**src/rtl/mem_adapter_pkg.sv**
```systemverilog
// ---------------------------------------------------------------------------
// mem_adapter_pkg
// Shared types for the core-to-RAM adapter: the core request encoding,
// the adapter state encoding, byte-lane mask constants and small decode
// helpers used by both the adapter and its lane-alignment sub-module.
// ---------------------------------------------------------------------------
package mem_adapter_pkg;

   typedef enum logic [2:0] {
      MEM_NONE       = 3'd0,
      MEM_READ_BYTE  = 3'd1,
      MEM_READ_HALF  = 3'd2,
      MEM_READ_WORD  = 3'd3,
      MEM_STORE_BYTE = 3'd4,
      MEM_STORE_HALF = 3'd5,
      MEM_STORE_WORD = 3'd6
   } mem_ctrl_t;

   typedef enum logic [1:0] {
      ST_IDLE   = 2'd0,
      ST_SECOND = 2'd1,
      ST_RESP   = 2'd2
   } state_t;

   // Right-aligned byte-lane masks for each access size
   localparam logic [3:0] LANE_MASK_NONE = 4'b0000;
   localparam logic [3:0] LANE_MASK_BYTE = 4'b0001;
   localparam logic [3:0] LANE_MASK_HALF = 4'b0011;
   localparam logic [3:0] LANE_MASK_WORD = 4'b1111;

   function automatic logic [3:0] lane_mask(input mem_ctrl_t c);
      logic [3:0] m;
      case (c)
         MEM_READ_BYTE, MEM_STORE_BYTE: m = LANE_MASK_BYTE;
         MEM_READ_HALF, MEM_STORE_HALF: m = LANE_MASK_HALF;
         MEM_READ_WORD, MEM_STORE_WORD: m = LANE_MASK_WORD;
         default:                       m = LANE_MASK_NONE;
      endcase
      return m;
   endfunction

   function automatic logic is_store(input mem_ctrl_t c);
      logic s;
      case (c)
         MEM_STORE_BYTE, MEM_STORE_HALF, MEM_STORE_WORD: s = 1'b1;
         default:                                        s = 1'b0;
      endcase
      return s;
   endfunction

   function automatic logic is_load(input mem_ctrl_t c);
      logic l;
      case (c)
         MEM_READ_BYTE, MEM_READ_HALF, MEM_READ_WORD: l = 1'b1;
         default:                                     l = 1'b0;
      endcase
      return l;
   endfunction

endpackage

```
**src/rtl/mem_lane_align.sv**
```systemverilog
// ---------------------------------------------------------------------------
// mem_lane_align
// Combinational byte-lane steering for mem_adapter. The access is viewed as
// an 8-byte window {upper word, lower word}; the request is shifted left by
// the byte offset to place it in the window, and read data is shifted right
// by the same amount to right-align it.
// Configuration macro: MEM_ADAPTER_MISALIGN_EN (adds upper-word outputs and
// the captured-lower-word input; otherwise reports misalignment instead).
// Ports:
//   ctrl_i        core request type
//   offset_i      byte offset within the word (address bits [1:0])
//   store_data_i  right-aligned store data
//   rdata_i       RAM read data of the current access
//   capt_i        lower-word read data captured earlier (split loads)
//   spans_o       access crosses into the next word
//   be_hi_o/wdata_hi_o   byte enables / data for the upper word
//   misaligned_o  half/word not naturally aligned (split disabled)
//   be_lo_o/wdata_lo_o   byte enables / data for the lower word
//   load_data_o   right-aligned, zero-extended load data
// ---------------------------------------------------------------------------
module mem_lane_align
   import mem_adapter_pkg::*;
(
   input  mem_ctrl_t   ctrl_i,
   input  logic [1:0]  offset_i,
   input  logic [31:0] store_data_i,
   input  logic [31:0] rdata_i,
`ifdef MEM_ADAPTER_MISALIGN_EN
   input  logic [31:0] capt_i,
   output logic        spans_o,
   output logic [3:0]  be_hi_o,
   output logic [31:0] wdata_hi_o,
`else
   output logic        misaligned_o,
`endif
   output logic [3:0]  be_lo_o,
   output logic [31:0] wdata_lo_o,
   output logic [31:0] load_data_o
);

   logic [3:0]  size_mask_s;
   logic [4:0]  shamt_s;
   logic [7:0]  mask8_s;
   logic [63:0] wdata64_s;
   logic [63:0] rdata64_s;
   logic [63:0] win64_s;
   logic [31:0] keep_s;
   logic        unused_s;

   // Lane placement of enables/write data and right-alignment of read data
   always_comb begin
      size_mask_s = lane_mask(ctrl_i);
      shamt_s     = {offset_i, 3'b000};
      mask8_s     = {4'b0000, size_mask_s} << offset_i;
      wdata64_s   = {32'h0000_0000, store_data_i} << shamt_s;
      keep_s      = {{8{size_mask_s[3]}}, {8{size_mask_s[2]}},
                     {8{size_mask_s[1]}}, {8{size_mask_s[0]}}};
`ifdef MEM_ADAPTER_MISALIGN_EN
      spans_o    = |mask8_s[7:4];
      be_hi_o    = mask8_s[7:4];
      wdata_hi_o = wdata64_s[63:32];
      // A split load sees the lower word only through the capture register
      if (spans_o) begin
         rdata64_s = {rdata_i, capt_i};
      end else begin
         rdata64_s = {32'h0000_0000, rdata_i};
      end
`else
      rdata64_s = {32'h0000_0000, rdata_i};
      case (ctrl_i)
         MEM_READ_HALF, MEM_STORE_HALF: misaligned_o = offset_i[0];
         MEM_READ_WORD, MEM_STORE_WORD: misaligned_o = |offset_i;
         default:                       misaligned_o = 1'b0;
      endcase
`endif
      be_lo_o     = mask8_s[3:0];
      wdata_lo_o  = wdata64_s[31:0];
      win64_s     = rdata64_s >> shamt_s;
      load_data_o = win64_s[31:0] & keep_s;
   end

`ifdef MEM_ADAPTER_MISALIGN_EN
   assign unused_s = ^win64_s[63:32];
`else
   assign unused_s = ^{win64_s[63:32], mask8_s[7:4], wdata64_s[63:32]};
`endif

endmodule

```
**src/rtl/mem_adapter.sv**
```systemverilog
// ---------------------------------------------------------------------------
// mem_adapter
// Bridges a byte-addressed core load/store port to a 32-bit word RAM with
// per-byte write enables and one-cycle read latency. Little-endian.
// Configuration macro: MEM_ADAPTER_MISALIGN_EN
//   defined   : accesses crossing a word boundary are split into two RAM
//               cycles (lower word, then word+1 with wrap); mem_fault is 0.
//   undefined : misaligned half/word requests complete with mem_fault=1 and
//               never touch the RAM.
// Ports:
//   clk, rst                  clock, synchronous active-low reset
//   mem_ctrl/mem_addr/mem_din core request, held until mem_ready
//   mem_dout/mem_ready/mem_fault  response (dout zero unless ready)
//   ram_addr/ram_en/ram_we/ram_wdata  RAM word access
//   ram_rdata                 RAM read data, one cycle after ram_en
// ---------------------------------------------------------------------------
module mem_adapter
   import mem_adapter_pkg::*;
#(
   parameter int ADDR_W = 12
) (
   input  logic              clk,
   input  logic              rst,
   input  mem_ctrl_t         mem_ctrl,
   input  logic [31:0]       mem_addr,
   input  logic [31:0]       mem_din,
   output logic [31:0]       mem_dout,
   output logic              mem_ready,
   output logic              mem_fault,
   output logic [ADDR_W-3:0] ram_addr,
   output logic              ram_en,
   output logic [3:0]        ram_we,
   output logic [31:0]       ram_wdata,
   input  logic [31:0]       ram_rdata
);

   state_t            state_q, state_d;
   logic [ADDR_W-3:0] word_s;
   logic [3:0]        be_lo_s;
   logic [31:0]       wdata_lo_s;
   logic [31:0]       load_data_s;
   logic              store_s;
   logic              load_s;
   logic              unused_s;
   logic              ready_s, fault_s, en_s;
   logic [3:0]        we_s;
   logic [31:0]       dout_s, wdata_s;
   logic [ADDR_W-3:0] addr_s;
`ifdef MEM_ADAPTER_MISALIGN_EN
   logic [31:0]       capt_q, capt_d;
   logic              spans_s;
   logic [3:0]        be_hi_s;
   logic [31:0]       wdata_hi_s;
`else
   logic              fault_q, fault_d;
   logic              misaligned_s;
`endif

   // Bits above the RAM size are deliberately ignored
   assign word_s   = mem_addr[ADDR_W-1:2];
   assign unused_s = ^mem_addr[31:ADDR_W];
   assign store_s  = is_store(mem_ctrl);
   assign load_s   = is_load(mem_ctrl);

   mem_lane_align u_lane (
      .ctrl_i       (mem_ctrl),
      .offset_i     (mem_addr[1:0]),
      .store_data_i (mem_din),
      .rdata_i      (ram_rdata),
`ifdef MEM_ADAPTER_MISALIGN_EN
      .capt_i       (capt_q),
      .spans_o      (spans_s),
      .be_hi_o      (be_hi_s),
      .wdata_hi_o   (wdata_hi_s),
`else
      .misaligned_o (misaligned_s),
`endif
      .be_lo_o      (be_lo_s),
      .wdata_lo_o   (wdata_lo_s),
      .load_data_o  (load_data_s)
   );

   // Next-state, RAM command and response decode; reset forces outputs low
   always_comb begin
      state_d = state_q;
`ifdef MEM_ADAPTER_MISALIGN_EN
      capt_d  = capt_q;
`else
      fault_d = fault_q;
`endif
      en_s    = 1'b0;
      we_s    = 4'b0000;
      addr_s  = word_s;
      wdata_s = wdata_lo_s;
      ready_s = 1'b0;
      fault_s = 1'b0;
      dout_s  = 32'h0000_0000;
      case (state_q)
         ST_IDLE: begin
            if (mem_ctrl != MEM_NONE) begin
`ifdef MEM_ADAPTER_MISALIGN_EN
               en_s = 1'b1;
               we_s = store_s ? be_lo_s : 4'b0000;
               if (spans_s) begin
                  state_d = ST_SECOND;
               end else begin
                  state_d = ST_RESP;
               end
`else
               state_d = ST_RESP;
               if (misaligned_s) begin
                  fault_d = 1'b1;
               end else begin
                  fault_d = 1'b0;
                  en_s    = 1'b1;
                  we_s    = store_s ? be_lo_s : 4'b0000;
               end
`endif
            end else begin
               state_d = ST_IDLE;
            end
         end
`ifdef MEM_ADAPTER_MISALIGN_EN
         ST_SECOND: begin
            // Lower word arrives now; fetch/write word+1, wrapping at the top
            capt_d  = ram_rdata;
            en_s    = 1'b1;
            addr_s  = word_s + (ADDR_W-2)'(1);
            we_s    = store_s ? be_hi_s : 4'b0000;
            wdata_s = wdata_hi_s;
            state_d = ST_RESP;
         end
`endif
         ST_RESP: begin
            ready_s = 1'b1;
`ifdef MEM_ADAPTER_MISALIGN_EN
            fault_s = 1'b0;
            dout_s  = load_s ? load_data_s : 32'h0000_0000;
`else
            fault_s = fault_q;
            dout_s  = (load_s && !fault_q) ? load_data_s : 32'h0000_0000;
`endif
            state_d = ST_IDLE;
         end
         default: state_d = ST_IDLE;
      endcase

      if (!rst) begin
         mem_ready = 1'b0;
         mem_fault = 1'b0;
         mem_dout  = 32'h0000_0000;
         ram_en    = 1'b0;
         ram_we    = 4'b0000;
      end else begin
         mem_ready = ready_s;
         mem_fault = fault_s;
         mem_dout  = dout_s;
         ram_en    = en_s;
         ram_we    = we_s;
      end
      ram_addr  = addr_s;
      ram_wdata = wdata_s;
   end

   // State and capture registers
   always_ff @(posedge clk) begin
      if (!rst) begin
         state_q <= ST_IDLE;
`ifdef MEM_ADAPTER_MISALIGN_EN
         capt_q  <= 32'h0000_0000;
`else
         fault_q <= 1'b0;
`endif
      end else begin
         state_q <= state_d;
`ifdef MEM_ADAPTER_MISALIGN_EN
         capt_q  <= capt_d;
`else
         fault_q <= fault_d;
`endif
      end
   end

endmodule

```
**config.mk**
```make
export PLATFORM = sky130hd
export DESIGN_NAME = mem_adapter
export DESIGN_NICKNAME = d
export VERILOG_FILES = /design/src/rtl/mem_adapter_pkg.sv /design/src/rtl/mem_lane_align.sv /design/src/rtl/mem_adapter.sv
export SDC_FILE = /design/constraint.sdc
export NUM_CORES = 1
export LEC_CHECK = 0
export CAP_MARGIN = 0
export CORE_UTILIZATION = 27
export CTS_BUF_LIST = sky130_fd_sc_hd__clkbuf_4 sky130_fd_sc_hd__clkbuf_8 sky130_fd_sc_hd__clkbuf_16
export DETAILED_ROUTE_END_ITERATION = 10
export GPL_TIMING_DRIVEN = 1
export PLACE_DENSITY = 0.82
export SYNTH_ARGS = -nofsm -noshare
export SYNTH_HDL_FRONTEND = slang
export SYNTH_SLANG_ARGS = --single-unit
```
**constraint.sdc**
```tcl
create_clock -name clk -period 1.63 [get_ports clk]
set_input_delay 0.326 -clock clk [delete_from_list [all_inputs] [get_ports clk]]
set_output_delay 0.326 -clock clk [all_outputs]
set_load 0.05 [all_outputs]
```
==> key figures, run 1 <==
Run status
  • Error message: [ERROR DPL-0038] Utilization greater than 100%, impossible to legalize
  • Outcome: aborted with a tool error
  • Stop stage: 4_1_cts

Logic synthesis
  • EDFF count, synth: 0
  • Syn Inst Count: 213
  • Unique masters post-synth: 37
  • Seq cells post-synth: 2
  • Register area share after synthesis: 0.0264
  • Yosys top cell by area: mux2i_1
  • Avg Cell Area, Syn: 7.11 µm²
  • Top-area cell type share of the netlist area: 0.212
  • Ys Warns: 0
  • Synth Net Count: 314
  • Synth area leaders: mux2i_1, a211oi_1, buf_4
  • Top_reg_cell synth: dfxtp_1
  • Post-synth ARST share: 0
  • Synth Cell Area: 1510 µm²

Clocking
  • Clock sink count: 2
  • CTS Buffer Depth: 2
  • Resize count post-CTS: 174
  • Root buffer cell: clkbuf_8
  • TritonCTS Buffers: 3
  • H-tree depth: 1
  • Post-CTS Hold Fix Bufs: 0
  • Setup Buffers After CTS: 12

Placed design
  • DP Wirelength: 6.77 mm
  • Pre-CTS WS: -0.619 ns
  • # port buffers: 141
  • GPL Wtd Cong: 0.809

Floorplanning
  • Floorplan die height: 76.9 µm
  • Die width: 76.9 µm
  • FP Rows: 26
  • Top Ports: 182
  • Starting Density: 0.289
## Yosys cell counts (2+ instances only)
cell and count:
buf_4 15, a21oi_1 9, o21ai_0 11, clkbuf_8 2, nand3b_1 2, nor3b_2 2, nor2_1 27, clkbuf_1 3
dfxtp_1 2, and2_1 9, a211oi_1 25, nand3_1 2, nor3b_1 8, buf_6 3, a2bb2oi_1 8, mux2i_1 32
nor2b_1 17, nand2_1 10, buf_2 7, nor3_1 2
## per-stage QoR
stage               utilization  hold slack, ns  area [µm²]  TNS, ns  instances
floorplan                     -           0.440        2130    -3.66        213
global placement          0.878           0.455        4600   -20.15        460
detailed placement        0.878           0.472        4600   -22.63        460
## cell families after synthesis
| family | Yosys count | share of synthesized area |
|---|---|---|
| AO/OA/AOI/OAI | 58 | 0.265 |
| multiplexers | 32 | 0.212 |
| AND/OR/NAND/NOR | 88 | 0.332 |
| flip-flops | 2 | 0.0264 |
| XOR/XNOR | 2 | 0.0165 |
| buffers and inverters | 31 | 0.148 |
==> inputs of run 2 (changes only) <==
--- a/config.mk
+++ b/config.mk
@@ -6,11 +6,10 @@
 export NUM_CORES = 1
 export LEC_CHECK = 0
 export CAP_MARGIN = 0
-export CORE_UTILIZATION = 27
-export CTS_BUF_LIST = sky130_fd_sc_hd__clkbuf_4 sky130_fd_sc_hd__clkbuf_8 sky130_fd_sc_hd__clkbuf_16
+export CORE_UTILIZATION = 20
 export DETAILED_ROUTE_END_ITERATION = 10
 export GPL_TIMING_DRIVEN = 1
-export PLACE_DENSITY = 0.82
+export PLACE_DENSITY_LB_ADDON = 0.15
 export SYNTH_ARGS = -nofsm -noshare
 export SYNTH_HDL_FRONTEND = slang
 export SYNTH_SLANG_ARGS = --single-unit
==> run 2 against run 1 <==
Net effect: the flow now finishes, with violations (negative setup slack); synthesized cell count unchanged; area after synthesis stayed put.
==> key figures, run 2 <==
Routing
  • Total wire length: 9.44 mm
  • Vias/cell: 4.76
  • Total number of vias: 2520
  • Pre-antenna DRT Iters: 4
  • Drc violations: 0
  • Drt wl/cell: 17.8 µm
  • 1st-iter DRT viols: 36
  • Routed Antenna Nets: 0

STA
  • PnR worst setup slack: -0.187 ns
  • Clk_skew: 0.00182 ns
  • Final Max Slew Viols: 0
  • F_max: 550 MHz
  • Max_slew headroom: 0.783
  • Final setup violation count: 38
  • Final Hold Fails: 0
  • RSZ-0062 raised after global routing: yes
  • Tmin final: 1.82 ns
  • Crit share post-route: 1.11
  • Slew @ Worst Pin: 0.325 ns

Clocking
  • Root buffer cell: clkbuf_8
  • Clk Latency, worst-skew pair: 0.21 ns
  • H-tree depth: 1
  • CTS Buffer Depth: 2
  • Post-CTS Hold Fix Bufs: 0
  • TritonCTS Buffers: 3
  • Reg clk slew, reported paths: 0.03 ns
  • Clock sink count: 2
  • CTS tree: built

Flow run
  • Max-Cap Viols: 0

Floorplanning
  • Top Ports: 182
  • Starting Density: 0.208
  • Die width: 89.0 µm
  • Core ar.: 7290 µm²
  • FP Rows: 31
  • Die Footprint: 7920 µm²
  • Floorplan die height: 89.0 µm

Logic synthesis
  • Yosys top cell by area: mux2i_1
  • Seq cells post-synth: 2
  • Synth Net Count: 314
  • Avg Cell Area, Syn: 7.11 µm²
  • Synth Cell Area: 1510 µm²
  • Count leader, synth: mux2i_1
  • EDFF count, synth: 0
  • Syn Inst Count: 213
  • Register area share after synthesis: 0.0264
  • Top-area cell type share of the netlist area: 0.212
  • Top_reg_cell synth: dfxtp_1
  • Unique masters post-synth: 37
  • Post-synth top cells: mux2i_1, nor2_1, a211oi_1
  • Ys Warns: 0
  • Synth area leaders: mux2i_1, a211oi_1, buf_4
  • Post-synth ARST share: 0

Critical path
  • Arrival time at the worst endpoint: 1.49 ns
  • Critical path destination: mem_dout[29]
  • RR Startpoint: state_q[1]$_SDFF_PN0_
  • WS Path Type: register to primary output
  • Crit end category: primary output
  • CP Data Required Time: 1.30 ns
  • Cell count of the worst reg-to-reg path: 5
  • Worst Path Max Fanout: 8
  • CP startpoint kind: register
  • CP startpoint: state_q[1]$_SDFF_PN0_
  • R2R Setup Slk: 0.55 ns
  • Reg-to-reg endpoint: fault_q$_SDFFE_PN0P_

Placed design
  • Post-place instance area: 4780 µm²
  • GPL Wtd Cong: 0.745
  • DP Wirelength: 6.28 mm
  • Pre-CTS WS: -0.656 ns
  • # port buffers: 141
  • Placed Cells: 506

Global routing
  • Vias in the first global route: 2587
  • Initial antenna violation count: 2
  • First-pass GRT wire length: 13.3 mm
  • GRT overflow: 0
  • GRT Total Usage: 0.218
  • Largest net degree at the start of global routing: 16

Layout
  • Non-Filler Instances: 529
  • Most frequent cells in the layout: buf_12, buf_4, dlygate4sd2_1
  • Nets: 531
  • Area growth syn-to-layout: 287%
  • Layout cells sized above 1: 0.776
  • Most common cell after layout, fill and taps aside: buf_12
  • Post-Layout Inst Area: 5860 µm²
  • Largest regs: fault_q (1), state_q (1)

Power and ir drop
  • Leak pwr: 2.44 nW
  • Pwr dens: 334 nW/µm²
  • Worst vdd ir: 527 µV

Run status
  • Failing checks: negative setup slack
  • Outcome: finished, violations left

Hold path
  • Hold Path Class: input pin to register
run 2: cell counts after synthesis:
No cell type changed its count.
run 2: what timing repair did:
action | in CTS | in global routing
resized for setup | 158 | 81
endpoints found under the setup margin | 66 | 59
gates cloned | 6 | 3
setup buffers | 12 | 10
pin swaps | 50 | 27
endpoints found under the hold margin | 0 | 0
run 2: worst min-delay path by stage:
stage                          startpoint                    end  slack, ns  cells after the start
detailed placement  state_q[1]$_SDFF_PN0_  state_q[1]$_SDFF_PN0_       0.48                      1
global route                          rst   fault_q$_SDFFE_PN0P_       0.50                      3
global placement    state_q[1]$_SDFF_PN0_  state_q[1]$_SDFF_PN0_       0.47                      1
floorplan           state_q[1]$_SDFF_PN0_  state_q[1]$_SDFF_PN0_       0.44                      1
finish                                rst   fault_q$_SDFFE_PN0P_       0.50                      3
CTS                 state_q[1]$_SDFF_PN0_  state_q[1]$_SDFF_PN0_       0.55                      2
run 2: cell families after synthesis:
family,Yosys count,share of synthesized area
AO/OA/AOI/OAI,58,0.265
XOR/XNOR,2,0.0165
buffers and inverters,31,0.148
flip-flops,2,0.0264
multiplexers,32,0.212
AND/OR/NAND/NOR,88,0.332
run 2: layout make-up:
cell class	instances	area, µm²
timing repair buffer	243	3270
multi-input combinational	180	2380
fill	443	1430
tap	99	124
sequential	2	43.8
clock buffer	3	41.3
antenna	2	5.00
run 2: per-stage QoR:
step | hold WS (ns) | util | setup TNS, ns | power [mW]
2_1_floorplan | 0.440 | - | -3.66 | 0.821
3_3_place_gp | 0.474 | 0.655 | -22.01 | 1.44
3_5_place_dp | 0.481 | 0.655 | -23.71 | 1.46
4_1_cts | 0.552 | 0.747 | -3.89 | 1.83
5_1_grt | 0.505 | 0.804 | -4.57 | 2.04
6_report | 0.498 | 0.804 | -2.77 | 1.96
run 2: per-layer routing:
metal	wire length, µm	vias up	share of wire	track usage
met4	122	0	0.013	0.0390
met5	0	-	0	0
li1	-	1199	-	-
met2	5190	89	0.55	0.409
met3	488	10	0.052	0.0231
met1	3630	1222	0.38	0.270
run 2: critical path, cell delays in order, from the launching register on:
cell and delay (ns):
dfxtp_4 0.35, o211a_4 0.18, nand4_4 0.13, buf_12 0.19, nor3b_4 0.24, buf_12 0.17
run 2: report_power, final:
group	internal (mW)	switching, mW	total, mW
Clock	0.157	0.0428	0.199
Combinational	0.887	0.812	1.70
Sequential	0.0539	0.00567	0.0596
Power figures use the tool's default switching activity.
==> inputs of run 3 (changes only) <==
--- a/config.mk
+++ b/config.mk
@@ -8,7 +8,9 @@
 export CAP_MARGIN = 0
 export CORE_UTILIZATION = 20
 export DETAILED_ROUTE_END_ITERATION = 10
+export DONT_BUFFER_PORTS = 1
 export GPL_TIMING_DRIVEN = 1
+export MAX_ROUTING_LAYER = met4
 export PLACE_DENSITY_LB_ADDON = 0.15
 export SYNTH_ARGS = -nofsm -noshare
 export SYNTH_HDL_FRONTEND = slang
==> run 3 against run 2 <==
Net effect: the run still ends with negative setup slack left; sequential power about the same; register-to-register slack got worse by 0.07 ns; sequential cell count is the same; die area did not move; non-clock buffer count shrank 172; global-route usage fell by 8.4 points; worst setup slack gained 0.081 ns; critical path type unchanged; largest power group unchanged; highest routed layer unchanged.
==> key figures, run 3 (synthesis results as in run 2) <==
Placed design
  • # port buffers: 0
  • DP Wirelength: 4.27 mm
  • GPL Wtd Cong: 0.650
  • Post-place instance area: 3020 µm²

Routing
  • Drt wl/cell: 16.3 µm
  • Total number of vias: 1745
  • Routed Antenna Nets: 0
  • 1st-iter DRT viols: 28
  • Vias/cell: 4.92
  • Pre-antenna DRT Iters: 4
  • Drc violations: 0
  • Total wire length: 5.79 mm

Floorplanning
  • Top Ports: 182
  • Floorplan die height: 89.0 µm
  • Core ar.: 7290 µm²
  • Die Footprint: 7920 µm²
  • Starting Density: 0.208
  • FP Rows: 31
  • Die width: 89.0 µm

Global routing
  • Vias in the first global route: 1622
  • GRT overflow: 0
  • Largest net degree at the start of global routing: 83
  • Initial antenna violation count: 0
  • First-pass GRT wire length: 8.22 mm
  • GRT Total Usage: 0.134

Layout
  • Post-Layout Inst Area: 3270 µm²
  • Most frequent cells in the layout: buf_12, mux2i_1, nor2b_1, nor2_4
  • Filler cells: 699
  • Most common cell after layout, fill and taps aside: buf_12
  • Nets: 359
  • Layout cells sized above 1: 0.609
  • Largest regs: fault_q (1), state_q (1)
  • Ant. Diodes: 0
  • Area growth syn-to-layout: 116%

Critical path
  • WS Path Type: register to primary output
  • Crit end category: primary output
  • Worst Path Max Fanout: 8
  • R2R Setup Slk: 0.48 ns
  • Arrival time at the worst endpoint: 1.41 ns
  • CP startpoint kind: register
  • Reg-to-reg endpoint: fault_q$_SDFFE_PN0P_
  • RR Startpoint: state_q[1]$_SDFF_PN0_
  • CP Data Required Time: 1.30 ns
  • Cell count of the worst reg-to-reg path: 3
  • CP startpoint: fault_q$_SDFFE_PN0P_

Power and ir drop
  • Pwr dens: 328 nW/µm²
  • Leak pwr: 1.15 nW
  • Tot Pwr: 1.07 mW
  • Worst vdd ir: 574 µV

Hold path
  • Min-Delay Path Depth: 1
  • HP Start: rst
  • Hold Path Class: input pin to register
  • Hold Path End: fault_q$_SDFFE_PN0P_

STA
  • Slew @ Worst Pin: 0.488 ns
  • Tmin final: 1.74 ns
  • F_max: 576 MHz
  • Worst Hold Margin: 0.238 ns
  • PnR worst setup slack: -0.106 ns
  • Final Hold Fails: 0
  • RSZ-0062 raised after global routing: yes
  • Max_slew headroom: 0.676
  • Final setup violation count: 32
  • Final Max Slew Viols: 0
  • Crit share post-route: 1.07
  • Clk_skew: 0.00298 ns

Clocking
  • Clock sink count: 2
  • CTS Buffer Depth: 2
  • CTS tree: built
  • H-tree depth: 1
  • Clk Latency, worst-skew pair: 0.21 ns
  • TritonCTS Buffers: 3
  • Root buffer cell: clkbuf_8
  • Reg clk slew, reported paths: 0.03 ns

Run status
  • Outcome: finished, violations left
  • Failing checks: negative setup slack

Flow run
  • Max-Cap Viols: 0
==> run 3: cell types whose count changed in the layout (fill, tap and decap cells not counted), moves of 16 or more <==
cell,before,now
dlygate4sd2_1,36,0
buf_4,63,16
buf_12,78,47
a211oi_1,0,16
buf_6,18,1
nor2b_1,1,17
==> run 3: where the power goes <==
part | switching, mW | internal (mW)
clock | 0.0403 | 0.156
sequential | 0.00468 | 0.0550
combinational | 0.476 | 0.339
==> run 3: how the worst max path moves through the flow <==
stage	endpoint	cells past startpoint
2_1_floorplan	mem_dout[29]	5
3_3_place_gp	mem_dout[30]	5
3_5_place_dp	mem_dout[29]	5
4_1_cts	mem_dout[19]	6
5_1_grt	mem_dout[31]	5
6_report	mem_dout[29]	5
==> run 3: layout make-up <==
class / instances / area [µm²] / area share
clock buffers: 3 / 41.3 / 0.0126
flip-flops and latches: 2 / 42.5 / 0.0130
multi-input cells: 180 / 1880 / 0.576
well taps: 99 / 124 / 0.0379
repair buffers: 71 / 1180 / 0.360
==> run 3: repair_timing <==
item | CTS | global route
pin swaps | 3 | 18
hold buffers | 0 | 0
gates cloned | 1 | 0
setup buffers | 4 | 3
setup endpoints to repair | 35 | 35
gates resized for setup | 12 | 21
==> run 3: per-stage QoR <==
step                      setup WS (ns)   util  setup TNS, ns  std cells
after floorplan                  -0.289      -          -3.66        213
after global placement           0.0294  0.414              0        346
after detailed placement         0.0236  0.414              0        346
after CTS                        -0.144  0.437          -2.93        354
after global routing             -0.183  0.448          -4.28        355
final                            -0.106  0.448          -2.34        355
==> run 3: worst max-delay path: stages (launching register included) <==
cell and delay [ns]:
dfxtp_2 0.33, nor2_4 0.18, nand4_4 0.13, buf_12 0.18
nor3b_4 0.21, buf_12 0.16
==> run 3: metal layers <==
layer | global-route usage | part of all wire | routed length [µm] | vias to the layer above
met4 | 0.0188 | 0.0040 | 23 | 0
met2 | 0.241 | 0.52 | 3020 | 72
li1 | - | - | - | 846
met3 | 0.0175 | 0.070 | 407 | 4
met5 | - | 0 | 0 | -
met1 | 0.163 | 0.40 | 2340 | 823
